`config.mk`:
```
export PLATFORM = sky130hd
export DESIGN_NAME = game_ctrl_flat
export DESIGN_NICKNAME = d
export VERILOG_FILES = /design/src/rtl/game_ctrl_if.sv /design/src/rtl/game_ctrl.sv /design/src/flat_wrapper.sv
export SDC_FILE = /design/constraint.sdc
export NUM_CORES = 1
export LEC_CHECK = 0
export CORE_ASPECT_RATIO = 0.9
export CORE_MARGIN = 5
export CORE_UTILIZATION = 45
export CTS_CLUSTER_DIAMETER = 80
export CTS_CLUSTER_SIZE = 16
export DETAILED_ROUTE_END_ITERATION = 8
export PLACE_DENSITY = 0.81
export SYNTH_ARGS = -nofsm -noshare
export SYNTH_HDL_FRONTEND = slang
export SYNTH_SLANG_ARGS = --single-unit
export TNS_END_PERCENT = 100
```
`constraint.sdc`:
```
create_clock -name clka -period 9.9 [get_ports clka]
set_input_delay 1.485 -clock clka [delete_from_list [all_inputs] [get_ports clka]]
set_output_delay 1.485 -clock clka [all_outputs]
set_load 0.01 [all_outputs]
```
`src/rtl/game_ctrl_if.sv`:
```
// Player move request channel: valid/ready handshake carrying a 2-bit move code.
interface game_ctrl_if;
    logic       btn_valid;
    logic [1:0] btn_move;
    logic       btn_ready;

    modport master (output btn_valid, output btn_move, input btn_ready);
    modport slave  (input btn_valid, input btn_move, output btn_ready);
endinterface

```
`src/rtl/game_ctrl.sv`:
```
// Game sequencer: owns board/piece/location/rotation registers, issues player and gravity
// moves to the datapath, and counts cleared lines.
module game_ctrl #(
    parameter int TICK_DIV = 16,
    parameter int LINES_W  = 8
) (
    input  logic               clka,
    input  logic               restart,
    game_ctrl_if.slave         btn,
    output logic [2:0]         state,
    output logic [1:0]         move,
    output logic [31:0]        board_q,
    output logic [1:0]         piece_q,
    output logic [4:0]         location_q,
    output logic [1:0]         rotation_q,
    input  logic [1:0]         dp_piece,
    input  logic [4:0]         dp_location,
    input  logic [1:0]         dp_rotation,
    input  logic [31:0]        dp_board,
    input  logic               dp_touched,
    output logic [LINES_W-1:0] lines,
    output logic               game_over
);
    localparam int TW = $clog2(TICK_DIV);
    localparam logic [TW-1:0] TICK_MAX = TW'(TICK_DIV - 1);
    localparam int LS = LINES_W + 4;
    localparam logic [LS-1:0] LINES_MAX = {4'b0, {LINES_W{1'b1}}};

    typedef enum logic [2:0] {
        S_GEN      = 3'd0,
        S_MOVE     = 3'd1,
        S_LAND     = 3'd2,
        S_CLEAR    = 3'd3,
        S_NEWBOARD = 3'd4,
        S_GAMEOVER = 3'd5
    } state_t;

    typedef enum logic {PH_ISSUE = 1'b0, PH_WAIT = 1'b1} phase_t;

    state_t             state_q, state_d;
    phase_t             phase_q, phase_d;
    logic               grav_q, grav_d;
    logic [1:0]         mv_q, mv_d;
    logic [TW-1:0]      tick_q, tick_d;
    logic [31:0]        board_d;
    logic [1:0]         piece_d;
    logic [4:0]         loc_d;
    logic [1:0]         rot_d;
    logic [LINES_W-1:0] lines_q, lines_d;
    logic               go_q, go_d;

    logic [7:0]    row_full;
    logic [3:0]    full_cnt;
    logic [LS-1:0] lines_sum;

    genvar r;
    generate
        for (r = 0; r < 8; r++) begin : g_row
            assign row_full[r] = &board_q[4*r +: 4];
        end
    endgenerate

    always_comb begin
        full_cnt = '0;
        for (int i = 0; i < 8; i++)
            full_cnt = full_cnt + {3'b0, row_full[i]};
    end

    assign lines_sum = LS'(lines_q) + LS'(full_cnt);

    always_comb begin
        state_d       = state_q;
        phase_d       = phase_q;
        grav_d        = grav_q;
        mv_d          = mv_q;
        tick_d        = tick_q;
        board_d       = board_q;
        piece_d       = piece_q;
        loc_d         = location_q;
        rot_d         = rotation_q;
        lines_d       = lines_q;
        btn.btn_ready = 1'b0;
        move          = 2'd3;

        case (state_q)
            S_NEWBOARD: begin
                board_d = '0;
                state_d = S_GEN;
            end
            S_GEN: begin
                piece_d = dp_piece;
                loc_d   = (dp_piece < 2'd2) ? 5'd1 : 5'd5;
                rot_d   = '0;
                tick_d  = '0;
                phase_d = PH_ISSUE;
                state_d = (board_q[3:0] != 4'h0) ? S_GAMEOVER : S_MOVE;
            end
            S_MOVE: begin
                if (phase_q == PH_ISSUE) begin
                    // Gravity wins the slot; a pending button simply waits for the next ISSUE.
                    if (tick_q == TICK_MAX) begin
                        tick_d  = '0;
                        mv_d    = 2'd3;
                        grav_d  = 1'b1;
                        phase_d = PH_WAIT;
                    end else begin
                        btn.btn_ready = 1'b1;
                        tick_d        = tick_q + 1'b1;
                        if (btn.btn_valid) begin
                            move    = btn.btn_move;
                            mv_d    = btn.btn_move;
                            grav_d  = 1'b0;
                            phase_d = PH_WAIT;
                        end
                    end
                end else begin
                    move    = mv_q;
                    loc_d   = dp_location;
                    rot_d   = dp_rotation;
                    // Hold at the terminal count so gravity fires on the first ISSUE after WAIT.
                    tick_d  = (tick_q == TICK_MAX) ? tick_q : tick_q + 1'b1;
                    phase_d = PH_ISSUE;
                    if (grav_q && dp_touched)
                        state_d = S_LAND;
                end
            end
            S_LAND: begin
                board_d = dp_board;
                state_d = S_CLEAR;
            end
            S_CLEAR: begin
                lines_d = (lines_sum > LINES_MAX) ? {LINES_W{1'b1}} : lines_sum[LINES_W-1:0];
                board_d = dp_board;
                state_d = S_GEN;
            end
            S_GAMEOVER: begin
                state_d = S_GAMEOVER;
            end
            default: begin
                state_d = S_NEWBOARD;
            end
        endcase

        go_d = (state_d == S_GAMEOVER);
    end

    always_ff @(posedge clka) begin
        if (restart) begin
            state_q    <= S_NEWBOARD;
            phase_q    <= PH_ISSUE;
            grav_q     <= 1'b0;
            mv_q       <= 2'd3;
            tick_q     <= '0;
            board_q    <= '0;
            piece_q    <= '0;
            location_q <= '0;
            rotation_q <= '0;
            lines_q    <= '0;
            go_q       <= 1'b0;
        end else begin
            state_q    <= state_d;
            phase_q    <= phase_d;
            grav_q     <= grav_d;
            mv_q       <= mv_d;
            tick_q     <= tick_d;
            board_q    <= board_d;
            piece_q    <= piece_d;
            location_q <= loc_d;
            rotation_q <= rot_d;
            lines_q    <= lines_d;
            go_q       <= go_d;
        end
    end

    assign state     = state_q;
    assign lines     = lines_q;
    assign game_over = go_q;
endmodule

```
`src/flat_wrapper.sv`:
```
// flat-port wrapper written by rule: the top's interface ports become plain ports
module game_ctrl_flat 
#(
    parameter int TICK_DIV = 16,
    parameter int LINES_W  = 8
)
  (clka, restart, state, move, board_q, piece_q, location_q, rotation_q, dp_piece, dp_location, dp_rotation, dp_board, dp_touched, lines, game_over, btn_btn_valid, btn_btn_move, btn_btn_ready);
  game_ctrl_if btn_i ();
  input  logic clka;
  input  logic restart;
  output logic [2:0] state;
  output logic [1:0] move;
  output logic [31:0] board_q;
  output logic [1:0] piece_q;
  output logic [4:0] location_q;
  output logic [1:0] rotation_q;
  input  logic [1:0] dp_piece;
  input  logic [4:0] dp_location;
  input  logic [1:0] dp_rotation;
  input  logic [31:0] dp_board;
  input  logic dp_touched;
  output logic [LINES_W-1:0] lines;
  output logic game_over;
  input wire logic [$bits(btn_i.btn_valid)-1:0] btn_btn_valid;
  input wire logic [$bits(btn_i.btn_move)-1:0] btn_btn_move;
  output wire logic [$bits(btn_i.btn_ready)-1:0] btn_btn_ready;
  assign btn_i.btn_valid = btn_btn_valid;
  assign btn_i.btn_move = btn_btn_move;
  assign btn_btn_ready = btn_i.btn_ready;
  game_ctrl #(.TICK_DIV(TICK_DIV), .LINES_W(LINES_W)) u_core (.clka(clka), .restart(restart), .btn(btn_i), .state(state), .move(move), .board_q(board_q), .piece_q(piece_q), .location_q(location_q), .rotation_q(rotation_q), .dp_piece(dp_piece), .dp_location(dp_location), .dp_rotation(dp_rotation), .dp_board(dp_board), .dp_touched(dp_touched), .lines(lines), .game_over(game_over));
endmodule
```
==> results of run 1 <==
-- where the power goes --
part	internal, mW	switching [mW]
combinational	0.0268	0.0208
clock	0.161	0.0960
sequential	0.248	0.00412
-- metal layers --
metal / track usage (%) / up-vias / wire length [µm]
met2: 33.6 / 99 / 3670
met5: 0 / - / 0
met4: 4.86 / 0 / 53
li1: - / 1282 / -
met1: 23.0 / 1212 / 3180
met3: 9.20 / 9 / 695
-- layout make-up --
type                            count  area (µm²)
Multi-Input combinational cell    211        1370
Clock buffer                       12         165
Fill cell                         482        1800
Timing Repair Buffer              104        1030
Sequential cell                    61        1220
Tap cell                           70        87.6
Clock inverter                      3        67.6
Inverter                           14        52.6
-- synthesized netlist by cell type, drive strengths merged (2+ instances only) --
master  count  share of area (%)
a31oi       3               0.69
clkbuf     13                1.8
fa          5                3.7
a21oi      13                2.5
buf         7                1.5
o21ai      10                1.8
o22ai       2               0.46
and3        3               0.87
a22oi      38                 10
a21o        2               0.55
nand2      10                1.4
ha          8                3.7
inv        14                1.9
mux2i       2               0.73
nor3       10                1.8
nand3       2               0.37
a211oi      6                1.7
nor2b       5                1.1
nand2b      6                1.4
xnor2       2               0.64
dfxtp      61                 45
nand4       4               0.92
and4        5                1.6
nor2       57                7.9
o21a        2               0.55
-- metrics by stage --
step           area [µm²]  utilization (%)
2_1_floorplan        2720                -
4_1_cts              3990             68.9
6_report             3990             68.9
3_3_place_gp         3760             64.9
5_1_grt              3990             68.9
3_5_place_dp         3760             64.9
-- cell usage in the layout (no fill, tap or decap), drive strengths merged, types with 2 or more instances in the layout --
master,netlist,layout
clkbuf,13,12
a21oi,13,13
nand4,4,4
fa,5,5
bufinv,0,2
buf,7,3
a21o,2,2
and4,5,5
dfxtp,61,61
nand2,10,10
o22ai,2,2
and3,3,3
a211oi,6,6
mux2i,2,2
xnor2,2,2
ha,8,8
nor2,57,57
o21a,2,2
nor2b,5,5
nand2b,6,6
clkdlybuf4s50,0,101
a31oi,3,3
o21ai,10,10
a22oi,38,38
nand3,2,2
inv,14,14
nor3,10,10
-- registers in the layout (all words and copies together) (netlist names) --
signal	cells
u_core.board_q	32
u_core.lines	8
u_core.location_q	5
u_core.tick_q	4
u_core.state	3
u_core.mv_q	2
u_core.piece_q	2
u_core.rotation_q	2
u_core.game_over	1
u_core.grav_q	1
u_core.phase_q	1
-- cells by family (layout without fill, tap and decap cells) --
logic type	after synthesis	in the layout
compound gates	83	83
xor+xnor	3	3
fa+ha+maj	13	13
buf+inv	34	133
flops	61	61
mux	2	2
simple gates	110	110
-- path summary, 6_finish.rpt --
path	start	cells after the start	to	slack, ns
worst max-delay path	u_core.board_q[0]$_SDFFE_PP0P_	14	u_core.lines[0]$_SDFFE_PP0P_	5.40
worst min-delay path	u_core.location_q[0]$_SDFFE_PP0P_	2	u_core.location_q[0]$_SDFFE_PP0P_	0.47
worst max register to register	u_core.board_q[0]$_SDFFE_PP0P_	14	u_core.lines[0]$_SDFFE_PP0P_	5.40
worst min register to register	u_core.location_q[0]$_SDFFE_PP0P_	2	u_core.location_q[0]$_SDFFE_PP0P_	0.47
-- tightest hold or removal path, cell delays in order (launching register included) --
cell and delay [ns]:
dfxtp_1 0.32, nand2_1 0.05, a21oi_1 0.05
==> qor.csv, run 1 <==
stage,metric,value,unit
final_layout,nNetsFinal,461,
placement,gp_congestion,0.808,
logic_synthesis,synth-xor-area-share,0.965,%
clocking,numCtsBuffers,9,
timing,post-route-period-util,45.5,%
logic_synthesis,synth_mux_area_share,0.735,%
timing,rsz0062_at_grt,no,
floorplanning,die_area,7710,µm²
logic_synthesis,synth_cell_types,47,
power,p_total,0.557,mW
routing,vias,2602,
clocking,root_buffer,clkbuf_8,
power,ir_drop,0.0834,mV
timing,fin_ws,5.40,ns
timing,slew_headroom,28.6,%
clocking,clockBufferDepth,2,
floorplanning,rows,26,
final_layout,diodes,0,
logic_synthesis,synth_fp_nets,366,
global_route,grt_pass1_wl,12300,µm
critical_path,cp.arrival,4.73,ns
placement,dp.cells,460,
global_route,gr-total-overflow,0,
clocking,cts_tree,yes,
global_route,grt_pass1_vias,2520,
floorplanning,dieWidth,92.0,µm
min_path,hold_path.class,flop to flop,
critical_path,cpMostUsedCell,fa_1,
timing,drv_slew,0,
global_route,antenna_found_initial,0,
logic_synthesis,netlist_area,2720,µm²
timing,max_freq,222,MHz
clocking,clk_latency,0.34,ns
clocking,htree_levels,3,
power,power-per-cell-area,140,nW/µm²
logic_synthesis,synth_fa_ha_area_share,7.35,%
logic_synthesis,synth_edf_count,0,
final_layout,syn_to_final_growth,46.6,%
logic_synthesis,async_flop_share,0,%
routing,drt-initial-drc-count,120,
final_layout,drive_gt1_share,5.93,%
placement,portBuffers,102,
timing,worst_slew_pin_slew,1.07,ns
routing,dr.pass1.iters,4,
routing,antenna_left,0,
clocking,post_cts_resized,0,
global_route,grt_max_degree,61,
clocking,cts_hold_buf,0,
flow_run,maxCapViolCount,0,
timing,finalSetupViolations,0,
critical_path,critPathCaptureType,flop,
logic_synthesis,yosysSeqAreaShare,44.8,%
routing,vias_per_cell,5.48,
routing,drcViolationCount,0,
floorplanning,die_h,83.8,µm
routing,wirelength,7610,µm
clocking,postCtsSetupBuffers,0,
timing,whs,0.472,ns
timing,final.setup.tns,0,ns
global_route,grt_usage,19.9,%
routing,wl_per_cell,16.0,µm
critical_path,critical_path_buf_inv_count,3,
floorplanning,core_area,5790,µm²
placement,pre_cts_ws,5.52,ns
logic_synthesis,ys_seq_elements,61,
power,p_leak,1.46,nW
logic_synthesis,synth_top_family_by_area,compound AO/OA/AOI/OAI gates,
logic_synthesis,synth_flop_cell,dfxtp_1,
critical_path,worstPathRequired,10.13,ns
logic_synthesis,yosysWarnings,0,
final_layout,stdcell_count,475,
critical_path,critical_path.max_stage_delay,0.54,ns
timing,finalClockSkew,0.00770,ns
timing,hold_viol_final,0,
clocking,clock-sinks,61,
logic_synthesis,synth_compound_area_share,21.0,%
critical_path,crit_path_start_kind,flop,
clocking,path_clk_slew,0.07,ns
run_status,outcome,"complete, no violations",
logic_synthesis,synthCells,306,
placement,dp_hpwl,5480,µm
critical_path,worst_path_max_delay_cell,fa_1,
critical_path,critPathTopFamily,adder cells,
critical_path,crit_fanout,4,
timing,period_needed,4.50,ns
critical_path,path_class,flop to flop,
logic_synthesis,syn_area_per_cell,8.90,µm²
critical_path,path_cells,and4_1 > ha_1 > inv_1 > fa_1 > fa_1 > inv_1 > fa_1 > inv_1 > fa_1 > fa_1 > nand2b_1 > a211oi_1 > a31oi_1 > a211oi_1,
floorplanning,boundaryPins,103,
floorplanning,start_util,47.0,%
logic_synthesis,synth-simple-area-share,19.9,%
Note: power is estimated with default switching activity, not from simulation.
==> inputs of run 2 (changes only) <==
--- a/config.mk
+++ b/config.mk
@@ -7,11 +7,11 @@
 export LEC_CHECK = 0
 export CORE_ASPECT_RATIO = 0.9
 export CORE_MARGIN = 5
-export CORE_UTILIZATION = 45
+export CORE_UTILIZATION = 44
 export CTS_CLUSTER_DIAMETER = 80
 export CTS_CLUSTER_SIZE = 16
 export DETAILED_ROUTE_END_ITERATION = 8
-export PLACE_DENSITY = 0.81
+export PLACE_DENSITY = 0.8
 export SYNTH_ARGS = -nofsm -noshare
 export SYNTH_HDL_FRONTEND = slang
 export SYNTH_SLANG_ARGS = --single-unit
==> constraint.sdc (replaced) <==
create_clock -name clka -period 4.65 [get_ports clka]
set_input_delay 0.6975 -clock clka [delete_from_list [all_inputs] [get_ports clka]]
set_output_delay 0.6975 -clock clka [all_outputs]
set_load 0.01 [all_outputs]
==> run 2 against run 1 <==
  * Global-route usage shrank 0.39 points
  * Core utilization down 2.3 points
  * Combinational power rose by 110%
  * Sequential power is 110% higher
  * Clock power grew 120%
  * Register-to-register slack lost 5.2 ns
  * Critical path depth unchanged
  * Sequential share of layout area shrank 0.45 points
  * Largest cell class unchanged
  * Largest power group unchanged
==> qor.csv, run 2 (same netlist as run 1, synthesis figures left out) <==
stage,metric,value,unit
final_layout,diodes,0,
min_path,min_path_cells,2,
global_route,grt_max_degree,61,
min_path,hold_path_end,u_core.location_q[0]$_SDFFE_PP0P_,
routing,antenna_left,0,
timing,final.setup.tns,0,ns
critical_path,worst-r2r-cell-count,14,
final_layout,fin_util,66.6,%
power,p_leak,1.49,nW
critical_path,critPathCaptureType,flop,
floorplanning,dieWidth,92.9,µm
placement,gp_congestion,0.768,
power,p_int,0.945,mW
critical_path,crit_path_start_kind,flop,
timing,drv_slew,0,
critical_path,worstReg2RegEnd,u_core.lines[0]$_SDFFE_PP0P_,
run_status,outcome,"complete, no violations",
min_path,worstHoldStart,u_core.location_q[0]$_SDFFE_PP0P_,
timing,slew_headroom,27.9,%
routing,wl_per_cell,16.0,µm
power,power-per-cell-area,297,nW/µm²
clocking,cts_tree,yes,
timing,worst_slew_pin_slew,1.08,ns
critical_path,regToRegSetupSlack,0.20,ns
global_route,grt_usage,19.6,%
clocking,htree_levels,3,
final_layout,layout_common_cells,"clkdlybuf4s50_1, dfxtp_1, nor2_1, a22oi_1",
timing,finalSetupViolations,0,
power,clkPwrFrac,46.9,%
routing,drcViolationCount,0,
final_layout,largest_reg_flops,32,
placement,portBuffers,102,
final_layout,nNetsFinal,462,
final_layout,top_register,u_core.board_q,
critical_path,critical_path.max_stage_delay,0.55,ns
global_route,grt_pass1_vias,2522,
placement,dp.cells,462,
timing,post-route-period-util,95.7,%
routing,wirelength,7670,µm
final_layout,syn_to_final_growth,48.8,%
floorplanning,core_area,6080,µm²
placement,dp_hpwl,5400,µm
routing,dr.pass1.iters,4,
routing,drt-initial-drc-count,98,
clocking,root_buffer,clkbuf_8,
floorplanning,die_h,84.6,µm
critical_path,r2r-start,u_core.board_q[7]$_SDFFE_PP0P_,
critical_path,path_class,flop to flop,
global_route,antenna_found_initial,0,
routing,vias,2599,
power,p_sw,0.258,mW
global_route,grt_pass1_wl,12300,µm
clocking,clock-sinks,61,
floorplanning,die_area,7870,µm²
power,switching_share,21.5,%
critical_path,worstPathRequired,4.89,ns
floorplanning,rows,27,
clocking,numCtsBuffers,9,
global_route,gr-total-overflow,0,
clocking,clockBufferDepth,2,
final_layout,drive_gt1_share,7.62,%
timing,finalClockSkew,0.00618,ns
critical_path,cpMostUsedCell,fa_1,
power,ir_drop,0.222,mV
critical_path,cp.arrival,4.69,ns
critical_path,worst_path_max_delay_cell,fa_1,
min_path,hold_path.class,flop to flop,
power,power_frac_comb,8.4,%
critical_path,crit_fanout,4,
power,p_seq_share,44.7,%
timing,hold_viol_final,0,
critical_path,path_cells,and4_1 > ha_1 > inv_1 > fa_1 > fa_1 > inv_1 > fa_1 > inv_1 > fa_1 > fa_1 > nand2b_4 > a211oi_2 > a31oi_4 > a211oi_2,
routing,vias_per_cell,5.43,
clocking,path_clk_slew,0.07,ns
final_layout,final_common_cell,clkdlybuf4s50_1,
timing,max_freq,225,MHz
timing,period_needed,4.45,ns
floorplanning,boundaryPins,103,
clocking,cts_hold_buf,0,
final_layout,stdcell_count,479,
flow_run,maxCapViolCount,0,
floorplanning,start_util,44.8,%
clocking,clk_latency,0.34,ns
[run 2: changes by cell type in the layout (fill, tap and decap cells not counted)]
cell        change
a221oi_1        -1
clkinv_2        +1
a31oi_4         +1
a31oi_1         -1
clkbuf_8        +1
a211oi_1        -2
clkinvlp_4      -1
buf_4           +1
nand2b_4        +1
nand2b_1        -1
a221oi_2        +1
a211oi_2        +2
[run 2: how the worst max path moves through the flow]
| stage | startpoint | to | slack (ns) |
|---|---|---|---|
| after global placement | u_core.board_q[0]$_SDFFE_PP0P_ | u_core.lines[1]$_SDFFE_PP0P_ | 0.34 |
| after floorplan | u_core.board_q[0]$_SDFFE_PP0P_ | u_core.lines[1]$_SDFFE_PP0P_ | 0.44 |
| after detailed placement | u_core.board_q[7]$_SDFFE_PP0P_ | u_core.lines[0]$_SDFFE_PP0P_ | 0.22 |
| after global routing | u_core.board_q[3]$_SDFFE_PP0P_ | u_core.lines[5]$_SDFFE_PP0P_ | -0.04 |
| after CTS | u_core.board_q[7]$_SDFFE_PP0P_ | u_core.lines[0]$_SDFFE_PP0P_ | 0.15 |
| final | u_core.board_q[7]$_SDFFE_PP0P_ | u_core.lines[0]$_SDFFE_PP0P_ | 0.20 |
[run 2: per-layer routing]
| metal | vias up | track usage (%) | wire, µm | share of wire, % |
|---|---|---|---|---|
| met2 | 100 | 31.6 | 3660 | 48 |
| met5 | - | 0 | 0 | 0 |
| met3 | 17 | 7.35 | 634 | 8.3 |
| met4 | 0 | 8.92 | 155 | 2.0 |
| met1 | 1203 | 23.0 | 3210 | 42 |
| li1 | 1279 | - | - | - |
[run 2: power by group through the flow]
stage / clock, mW / sequential, mW / combinational (mW)
floorplan: 0 / 0.547 / 0.0433
global placement: 0 / 0.549 / 0.100
detailed placement: 0 / 0.549 / 0.101
CTS: 0.573 / 0.538 / 0.102
global route: 0.597 / 0.539 / 0.109
finish: 0.565 / 0.538 / 0.101
[run 2: worst max-delay path, delay by kind of cell, from the launching register on]
kind                       cells  cell delay [ns]
AOI/OAI and AO/OA              3             0.78
adders and majority gates      6             2.67
buffers and inverters          3             0.18
DFF                            1             0.32
and+or+nand+nor                2             0.40
[run 2: through the flow]
stage               power, mW  hold slack [ns]  instance area [µm²]  worst slack [ns]
CTS                      1.21            0.460                 4010             0.154
global route             1.24            0.499                 4050           -0.0416
global placement        0.650            0.446                 3760             0.341
floorplan               0.590            0.446                 2720             0.442
detailed placement      0.650            0.445                 3760             0.216
finish                   1.20            0.461                 4050             0.199
[run 2: layout make-up]
cell class	count	area, µm²
Tap cell	72	90.1
Sequential cell	61	1220
Inverter	14	52.6
Fill cell	507	2030
Multi-Input combinational cell	211	1410
Clock inverter	3	65.1
Clock buffer	13	179
Timing Repair Buffer	105	1040
[run 2: repair_timing]
item                       4_1_cts  5_1_grt
setup buffers                    0        1
gates resized for setup          0        6
setup endpoints to repair        0        4
==> inputs of run 3 (changes only) <==
--- a/config.mk
+++ b/config.mk
@@ -5,13 +5,16 @@
 export SDC_FILE = /design/constraint.sdc
 export NUM_CORES = 1
 export LEC_CHECK = 0
+export CAP_MARGIN = 20
 export CORE_ASPECT_RATIO = 0.9
 export CORE_MARGIN = 5
 export CORE_UTILIZATION = 44
 export CTS_CLUSTER_DIAMETER = 80
 export CTS_CLUSTER_SIZE = 16
 export DETAILED_ROUTE_END_ITERATION = 8
+export MAX_ROUTING_LAYER = met4
 export PLACE_DENSITY = 0.8
+export SKIP_LAST_GASP = 1
 export SYNTH_ARGS = -nofsm -noshare
 export SYNTH_HDL_FRONTEND = slang
 export SYNTH_SLANG_ARGS = --single-unit
==> run 3 against run 2 <==
  * Worst hold slack is essentially flat
  * Cell area is the same
  * Critical endpoint unchanged
  * Largest cell class unchanged
  * Register-to-register slack is essentially flat
  * Combinational power is essentially flat
  * Die area is the same
  * First-iteration DRC count grew 26%
  * Highest routed layer unchanged
  * Critical path depth is the same
  * Via count grew 0.31%
  * Fmax is essentially flat
  * Global-route usage grew 0.55 points
  * Critical path type unchanged
  * Routed wire length grew 0.43%
==> qor.csv, run 3 (same netlist as run 1, synthesis figures left out) <==
stage,metric,value,unit
flow_run,maxCapViolCount,0,
clocking,clk_latency,0.33,ns
critical_path,worstReg2RegEnd,u_core.lines[0]$_SDFFE_PP0P_,
global_route,gr-total-overflow,0,
timing,finalSetupViolations,0,
floorplanning,boundaryPins,103,
routing,drcViolationCount,0,
routing,dr.pass1.iters,4,
routing,wirelength,7700,µm
timing,slew_headroom,25.8,%
routing,route.met3.wl,534,µm
routing,antenna_left,0,
final_layout,top_register,u_core.board_q,
global_route,grt_usage,20.1,%
placement,gp_congestion,0.778,
global_route,antenna_found_initial,0,
critical_path,worst-r2r-cell-count,14,
floorplanning,dieWidth,92.9,µm
global_route,grt_pass1_wl,12300,µm
final_layout,largest_reg_flops,32,
run_status,outcome,"complete, no violations",
clocking,htree_levels,3,
timing,finalClockSkew,0.00620,ns
min_path,hold_path_end,u_core.location_q[0]$_SDFFE_PP0P_,
floorplanning,die_area,7870,µm²
timing,hold_viol_final,0,
timing,fin_ws,0.204,ns
power,power-per-cell-area,297,nW/µm²
power,p_total,1.20,mW
min_path,hold_path.class,flop to flop,
critical_path,crit_fanout,4,
floorplanning,die_h,84.6,µm
final_layout,nNetsFinal,462,
final_layout,layout_common_cells,"clkdlybuf4s50_1, dfxtp_1, nor2_1, a22oi_1",
final_layout,syn_to_final_growth,48.8,%
placement,pre_cts_ws,0.216,ns
routing,wl_per_cell,16.1,µm
final_layout,nFillCells,507,
critical_path,regToRegSetupSlack,0.20,ns
routing,wl_met2,3670,µm
clocking,clockBufferDepth,2,
power,p_leak,1.49,nW
timing,post-route-period-util,95.6,%
timing,drv_slew,0,
timing,worst_slew_pin_slew,1.11,ns
routing,vias_per_cell,5.44,
critical_path,worstPathRequired,4.88,ns
routing,vias,2607,
clocking,clock-sinks,61,
final_layout,diodes,0,
timing,max_freq,225,MHz
critical_path,crit_path_start_kind,flop,
global_route,grt_pass1_vias,2528,
clocking,numCtsBuffers,9,
power,ir_drop,0.223,mV
floorplanning,start_util,44.8,%
global_route,grt_max_degree,61,
final_layout,final_common_cell,clkdlybuf4s50_1,
routing,wl_met1,3340,µm
critical_path,cp.arrival,4.68,ns
placement,dp_hpwl,5400,µm
critical_path,r2r-start,u_core.board_q[7]$_SDFFE_PP0P_,
clocking,root_buffer,clkbuf_8,
placement,portBuffers,102,
clocking,path_clk_slew,0.07,ns
min_path,min_path_cells,2,
critical_path,critPathCaptureType,flop,
floorplanning,core_area,6080,µm²
routing,drt-initial-drc-count,123,
min_path,worstHoldStart,u_core.location_q[0]$_SDFFE_PP0P_,
critical_path,path_class,flop to flop,
final_layout,drive_gt1_share,7.62,%
floorplanning,rows,27,
timing,period_needed,4.45,ns
routing,highest_layer,met4,
clocking,cts_tree,yes,
run 3: where the power goes:
part | switching, mW | internal [mW]
clock | 0.205 | 0.360
combinational | 0.0445 | 0.0571
sequential | 0.00922 | 0.529
total | 0.259 | 0.945
run 3: final cells by class:
class | count | area, µm² | area share [%]
timing repair buffer | 105 | 1040 | 25.6
sequential | 61 | 1220 | 30.1
clock buffer | 13 | 179 | 4.41
inverter | 14 | 52.6 | 1.30
multi-input combinational | 211 | 1410 | 34.7
tap | 72 | 90.1 | 2.22
clock inverter | 3 | 65.1 | 1.61
run 3: how the worst max path moves through the flow:
stage,cells after the start,start,end
floorplan,14,u_core.board_q[0]$_SDFFE_PP0P_,u_core.lines[1]$_SDFFE_PP0P_
global placement,14,u_core.board_q[0]$_SDFFE_PP0P_,u_core.lines[1]$_SDFFE_PP0P_
detailed placement,14,u_core.board_q[7]$_SDFFE_PP0P_,u_core.lines[0]$_SDFFE_PP0P_
CTS,14,u_core.board_q[7]$_SDFFE_PP0P_,u_core.lines[0]$_SDFFE_PP0P_
global route,15,u_core.board_q[3]$_SDFFE_PP0P_,u_core.lines[5]$_SDFFE_PP0P_
finish,14,u_core.board_q[7]$_SDFFE_PP0P_,u_core.lines[0]$_SDFFE_PP0P_
run 3: layer usage:
metal	vias to the layer above	GRT usage (%)
met5	-	-
met4	0	8.92
met3	20	5.82
met2	108	31.7
met1	1200	23.8
li1	1279	-
run 3: critical path, stage by stage, from the launching register on:
cell	delay, ns
dfxtp_1	0.32
and4_1	0.22
ha_1	0.28
inv_1	0.05
fa_1	0.51
fa_1	0.55
inv_1	0.05
fa_1	0.43
inv_1	0.08
fa_1	0.45
fa_1	0.45
nand2b_4	0.18
a211oi_2	0.35
a31oi_4	0.16
a211oi_2	0.27
run 3: timing repair:
action,in CTS,in global routing
buffers inserted,0,1
hold buffers,0,0
endpoints found under the setup margin,0,4
gates resized for setup,0,6
run 3: stage by stage:
| step | cells | utilization [%] | setup TNS (ns) | area, µm² | hold WS (ns) |
|---|---|---|---|---|---|
| 6_report | 479 | 66.6 | 0 | 4050 | 0.461 |
| 5_1_grt | 479 | 66.6 | -0.0726 | 4050 | 0.499 |
| 4_1_cts | 478 | 65.9 | 0 | 4010 | 0.460 |
| 3_5_place_dp | 462 | 61.9 | 0 | 3760 | 0.445 |
| 3_3_place_gp | 462 | 61.9 | 0 | 3760 | 0.446 |
| 2_1_floorplan | 306 | - | 0 | 2720 | 0.446 |
